[src/rtl/plusarg_watchdog_pkg.sv]
// Shared types and defaults for the plusarg-driven no-progress watchdog.
// Imported by plusarg_watchdog.
package plusarg_watchdog_pkg;

   localparam int WD_WIDTH = 32;

   typedef enum logic [1:0] {
      IDLE    = 2'b00,
      ARMED   = 2'b01,
      EXPIRED = 2'b10
   } wd_state_e;

endpackage

[src/rtl/plusarg_watchdog.sv]
// No-progress watchdog whose cycle limit comes from a plusarg reader; limit 0 disables it.
// Optional build macro PLUSARG_WATCHDOG_FATAL_EN: simulation-only $fatal on expiry.
module plusarg_watchdog
   import plusarg_watchdog_pkg::*;
#(
   parameter int WIDTH      = WD_WIDTH,
   parameter int WARN_SHIFT = 2
) (
   input  logic             clock,
   input  logic             reset_n,
   input  logic [WIDTH-1:0] limit,
   input  logic             enable,
   input  logic             kick,
   input  logic             clear,
   output logic [WIDTH-1:0] count,
   output logic             armed,
   output logic             warn,
   output logic             expired,
   output logic             expired_pulse
);

   wd_state_e        state, state_next;
   logic [WIDTH-1:0] count_q, count_next;
   logic [WIDTH-1:0] limit_q, limit_next;
   logic             pulse_q, pulse_next;
   logic [WIDTH:0]   count_inc;
   logic [WIDTH-1:0] warn_level;

   always_ff @(posedge clock or negedge reset_n) begin
      if (!reset_n) begin
         state   <= IDLE;
         count_q <= '0;
         limit_q <= '0;
         pulse_q <= 1'b0;
      end else begin
         state   <= state_next;
         count_q <= count_next;
         limit_q <= limit_next;
         pulse_q <= pulse_next;
      end
   end

   // One extra bit keeps the expiry compare exact even at limit_q = 2^WIDTH-1.
   assign count_inc = {1'b0, count_q} + {{WIDTH{1'b0}}, 1'b1};

   always_comb begin
      state_next = state;
      count_next = count_q;
      limit_next = limit_q;
      pulse_next = 1'b0;
      case (state)
         IDLE: begin
            count_next = '0;
            if (enable && (limit != '0)) begin
               state_next = ARMED;
               limit_next = limit;
            end
         end
         ARMED: begin
            if (!enable) begin
               state_next = IDLE;
               count_next = '0;
            end else if (kick) begin
               count_next = '0;
            end else if (count_inc == {1'b0, limit_q}) begin
               state_next = EXPIRED;
               count_next = limit_q;
               pulse_next = 1'b1;
            end else begin
               count_next = count_inc[WIDTH-1:0];
            end
         end
         EXPIRED: begin
            // Sticky: only clear leaves; re-arming happens from IDLE a cycle later.
            if (clear) begin
               state_next = IDLE;
               count_next = '0;
            end
         end
         default: begin
            state_next = IDLE;
            count_next = '0;
         end
      endcase
   end

   assign warn_level    = limit_q - (limit_q >> WARN_SHIFT);
   assign count         = count_q;
   assign armed         = (state == ARMED);
   assign expired       = (state == EXPIRED);
   assign expired_pulse = pulse_q;
   assign warn          = armed && (count_q >= warn_level);

`ifdef PLUSARG_WATCHDOG_FATAL_EN
`ifndef SYNTHESIS
   always_ff @(posedge clock) begin
      if (reset_n && pulse_q) begin
         $display("plusarg_watchdog: no progress for %0d cycles", limit_q);
         $fatal(1, "plusarg_watchdog expired");
      end
   end
`endif
`endif

endmodule

[config.mk]
export PLATFORM = sky130hd
export DESIGN_NAME = plusarg_watchdog
export DESIGN_NICKNAME = d
export VERILOG_FILES = /design/src/rtl/plusarg_watchdog_pkg.sv /design/src/rtl/plusarg_watchdog.sv
export SDC_FILE = /design/constraint.sdc
export NUM_CORES = 1
export LEC_CHECK = 0
export ABC_CLOCK_PERIOD_IN_PS = 6000
export BUFFER_PORTS_ARGS = -buffer_cell sky130_fd_sc_hd__buf_2
export CORE_AREA = 2 2 192 119
export CTS_CLUSTER_DIAMETER = 30
export DETAILED_ROUTE_END_ITERATION = 8
export DIE_AREA = 0 0 194 121
export PLACE_DENSITY = 0.54
export SYNTH_ARGS = -nofsm -noshare
export SYNTH_HDL_FRONTEND = slang
export SYNTH_SLANG_ARGS = --single-unit
export TNS_END_PERCENT = 100
[constraint.sdc]
create_clock -name clock -period 6 [get_ports clock]
set_input_delay 0.9 -clock clock [delete_from_list [all_inputs] [get_ports clock]]
set_output_delay 0.9 -clock clock [all_outputs]
set_load 0.1 [all_outputs]
# Word level (Yosys, flattened, before mapping)
# Index checks and enable logic that the tools add are counted.
[totals]
in_bits = 37
ff_bits = 67
word_cells = 35
[classes]
n_eq_ne = 7
n_reduce_logical = 6
add_sub_neg = 2
n_lt_le_gt_ge = 1
mux = 15
[op_table]
columns = ["op", "n"]
rows = [
  ["32-bit 2-to-1 mux", 4],
  ["32-bit one-hot mux with 2 select lines", 1],
  ["32-bit by 1-bit adder with 33-bit output (second input constant)", 1],
  ["33-bit by 32-bit equality test with 1-bit output", 1],
  ["32-bit >= comparator", 1],
  ["32-bit nonzero test", 1],
  ["32-bit by 30-bit subtractor with 32-bit output", 1],
  ["2-bit 2-to-1 mux", 5],
  ["2-bit one-hot mux with 3 select lines", 1],
  ["1-bit 2-to-1 mux", 4],
  ["2-bit != test (second input constant)", 2],
  ["4-bit AND reduction", 1],
  ["3-bit by 2-bit != test with 1-bit output (second input constant)", 1],
  ["3-bit != test (second input constant)", 1],
  ["2-bit by 1-bit equality test with 1-bit output (second input constant)", 1],
  ["2-bit equality test (second input constant)", 1],
  ["1-bit logical AND", 2],
  ["2-bit zero test", 1],
  ["2-bit AND reduction", 1],
]

# Logic depth before layout (Yosys ltp)
[depth]
ltp_word = 6
depth_mapped = 23

# Worst setup path before layout
# Ideal clock, no wire load.
[synth_timing]
path_kind = "register to output"
from = "reg limit_q[11]"
to = "out warn"
arrival_time_ns = 5.479
path_stages_with_launch = 22
setup_slack_ns = -0.379
path_buffers = 1
path_cell_list = "dfrtp_1 clkbuf_1 inv_1 ha_1 a21oi_1 nor2b_1 or3_1 a211oi_1 o211a_1 or2_2 o21bai_1 a21oi_1 xor2_1 ha_1 nand2_1 nor3_1 nand2_1 nor2_1 nand2_1 o21ai_0 a31oi_1 o21ai_0"
[synth_via]
elab_chain_len = 3
[synth_rtl]
columns = ["item", "line_no", "rtl"]
rows = [
  ["from (decl)", "plusarg_watchdog.sv:24", "logic [WIDTH-1:0] limit_q, limit_next;"],
  ["from (signal assigned)", "plusarg_watchdog.sv:38", "limit_q <= limit_next;"],
  ["32-bit by 30-bit subtractor with 32-bit output", "plusarg_watchdog.sv:87", "assign warn_level = limit_q - (limit_q >> WARN_SHIFT);"],
  ["32-bit >= comparator", "plusarg_watchdog.sv:92", "assign warn = armed && (count_q >= warn_level);"],
  ["1-bit logical AND", "plusarg_watchdog.sv:92", ""],
  ["to (decl)", "plusarg_watchdog.sv:17", "output logic warn,"],
]
# No other way between the ends.

# Worst setup path after layout
[layout_timing]
from = "reg limit_q[14]"
to = "out warn"
# The elaborated chain is that of the path after synthesis.

==> results.yml <==
run_status:
  status: "complete, no violations"
worst_hold_path:
  hold_path_depth: 1
  min_path_type: "reg2reg"
timing:
  tightest_slew_ps: 1100
  fmax_ghz: 0.177
  min_period_ps: 5640
  setup_violations: 0
  maxSlewHeadroom_pct: 26.3
  clock_skew_ps: 9.80
  drv_slew: 0
  finalHoldViolations: 0
  setup-tns-final_ps: 0
  finalCritPeriodShare_pct: 94.1
power:
  leakage_nw: 3.38
  seqPwrFrac_pct: 25.4
  comb_power_share_pct: 52.3
  p_int_w: 0.00136
  swShare_pct: 42.2
  pwr-share-clk_pct: 22.3
  peakVddDrop_v: 0.000179
  switchingPower_w: 0.000991
  powerDensity_nw_per_um2: 320
placement:
  hpwl_um: 16500
  gp_congestion: 0.951
  numPortBuffers: 72
cells_and_area:
  utilization_pct: 33.9
  regArea_um2: 1680
  area_growth_pct: 14.5
  multi_input_area_um2: 4420
  fill_cells: 2310
  finalNetCount: 916
  n_antenna_cell: 0
  drive_gt1_share_pct: 18.4
global_route:
  grt_pass1_vias: 5429
  grt_max_degree: 68
  grt_pass1_wl_um: 33300
  overflow: 0
  grt_use_total_pct: 18.6
  antenna_found_initial: 0
worst_setup_path:
  worstPathRequired_ps: 5100
  cp_max_fo: 7
  worstSetupPathType: "reg2out"
  critPathLaunchType: "flop"
  arrival_ps: 4740
  cp-end-kind: "output pin"
  worst-r2r-cell-count: 13
floorplan:
  ios: 73
  die_w_um: 194
  initial_core_util_pct: 29.6
  std_cell_rows: 42
  die_area_um2: 23500
  core_area_um2: 21700
  die_h_um: 121
logic_synthesis:
  synth-edff-count: 0
  async_reset_ff_share_pct: 100
  synthMostInstantiatedCell: "dfrtp_1"
  synth_top_area_share_pct: 26.2
  netlist_instances: 750
  synth_commonest_cells: "67 x dfrtp_1, 63 x ha_1, 57 x a21oi_1"
  syn_nets: 851
  syn-mean-instance-area_um2: 8.54
  ys_ff_latch: 67
  synthFlopType: "dfrtp_1"
  netlist_area_um2: 6400
  ys_seq_area_share_pct: 26.2
  ys_types: 61
  ys.warnings.count: 0
  synth_area_leaders: "dfrtp_1 26%, ha_1 12%, xnor2_1 6.2%"
  synth_largest_area_cell: "dfrtp_1"
clocking:
  cts_hold_buf: 0
  max-clock-path-buffers: 2
  cts.sinks: 67
  path_clk_slew_ps: 60
  tritoncts: "done"
  post-cts-setup-buffers: 0
  insertion_delay_ps: 360
  root_buffer: "clkbuf_16"
  cts-buffers-inserted: 9
  htree_levels: 3
routing:
  postRouteAntennaNets: 0
  routed_wl_um: 21300
  drt-wirelength-per-cell_um: 19.3
  drt_iter0_markers: 578
  vias_per_cell: 5.36
  num_vias: 5921
  drc: 0
  drt-pass1-iter-count: 5
job:
  maxCapViolCount: 0
-- stage by stage --
| step | setup slack (ps) | instance area, um^2 | power (W) | hold WS, ps | std cells |
|---|---|---|---|---|---|
| final | 355 | 7330 | 0.00235 | 553 | 1105 |
| after global routing | -1.34 | 7330 | 0.00254 | 574 | 1105 |
| after CTS | 94.7 | 7300 | 0.00232 | 554 | 1105 |
| after detailed placement | 512 | 7020 | 0.00179 | 540 | 1090 |
| after global placement | 493 | 7020 | 0.00180 | 540 | 1090 |
| after floorplan | 376 | 6400 | 0.00149 | 523 | 750 |
-- area by class of cell --
class	instances	share of cell area (%)
Multi-Input combinational cell	612	60.2
Inverter	44	2.25
Clock buffer	13	3.69
Tap cell	286	4.88
Timing Repair Buffer	81	5.95
Sequential cell	67	22.9
Clock inverter	2	0.136
-- logic make-up after synthesis --
logic type | share of synthesized area, %
AO/OA/AOI/OAI | 19.5
XOR/XNOR | 10.1
adder cells (fa/ha/maj) | 12.6
buffers and inverters | 5.33
flip-flops | 26.2
multiplexers | 6.74
AND/OR/NAND/NOR | 19.5
-- power groups by stage --
stage	Combinational [W]	Sequential [W]	Clock (W)
4_1_cts	0.00119	0.000595	0.000534
6_report	0.00123	0.000596	0.000523
5_1_grt	0.00138	0.000607	0.000554
2_1_floorplan	0.000919	0.000567	0
3_3_place_gp	0.00120	0.000602	0
3_5_place_dp	0.00118	0.000603	0
-- state kept, by name (all words and copies together) (netlist names) --
name           cells
count             32
limit_q           32
state              2
expired_pulse      1
-- path summary, 6_finish.rpt --
| kind | start | end | slack [ps] |
|---|---|---|---|
| setup / recovery | limit_q[14]$_DFFE_PN0P_ | warn | 360 |
| hold / removal | limit_q[0]$_DFFE_PN0P_ | limit_q[0]$_DFFE_PN0P_ | 550 |
| setup reg to reg | count[0]$_DFFE_PN0P_ | count[18]$_DFFE_PN0P_ | 1370 |
| hold reg to reg | limit_q[0]$_DFFE_PN0P_ | limit_q[0]$_DFFE_PN0P_ | 550 |
| max in group asynchronous | reset_n | limit_q[11]$_DFFE_PN0P_ | 4660 |
| min in group asynchronous | reset_n | limit_q[25]$_DFFE_PN0P_ | 670 |
-- cells in the final DEF, fill, tap and decap left out, types with 8 or more instances in the layout --
cell       count
a21o_1        17
a21oi_1       53
and3_1        15
buf_2         70
buf_4         10
clkbuf_16      9
dfrtp_1       66
ha_1          63
inv_1         44
mux2_2        33
nand2_1       41
nand3_1       22
nand4_1       20
nor2_1        31
nor2b_1       18
nor3_1        17
nor4_1         9
o21ai_0       35
o21ai_1       44
o31a_1         8
or2_2          8
xnor2_1       45
xor2_1        29
-- worst max-delay path: stages (launching register included) --
cell      delay, ps
dfrtp_1         450
inv_1           100
ha_1            410
a211o_1         160
o211ai_1        140
a21oi_2         290
o211ai_1        140
o211a_1         250
or2_2           320
o21bai_1        130
a21oi_1          90
xor2_1          160
ha_1            300
nand2_1          80
nor3_1          290
nand2_1          90
nor2_1          140
nand2_1          70
o21ai_1         160
a31oi_1         160
o21ai_1         200
buf_6           250
-- routing by layer --
layer  GRT usage (%)  vias to the layer above  wire length, um
met5               0                        -                0
met4            3.41                        0              171
met3            3.86                       15             1580
met2            22.0                      214             7480
met1            32.3                     2815            12100
li1                -                     2877                -
-- timing repair --
| action | 4_1_cts | 5_1_grt |
|---|---|---|
| resized for setup | 0 | 12 |
| setup endpoints to repair | 0 | 1 |
| endpoints found under the hold margin | 0 | 0 |
No activity file was read; power rests on OpenSTA's default activity.
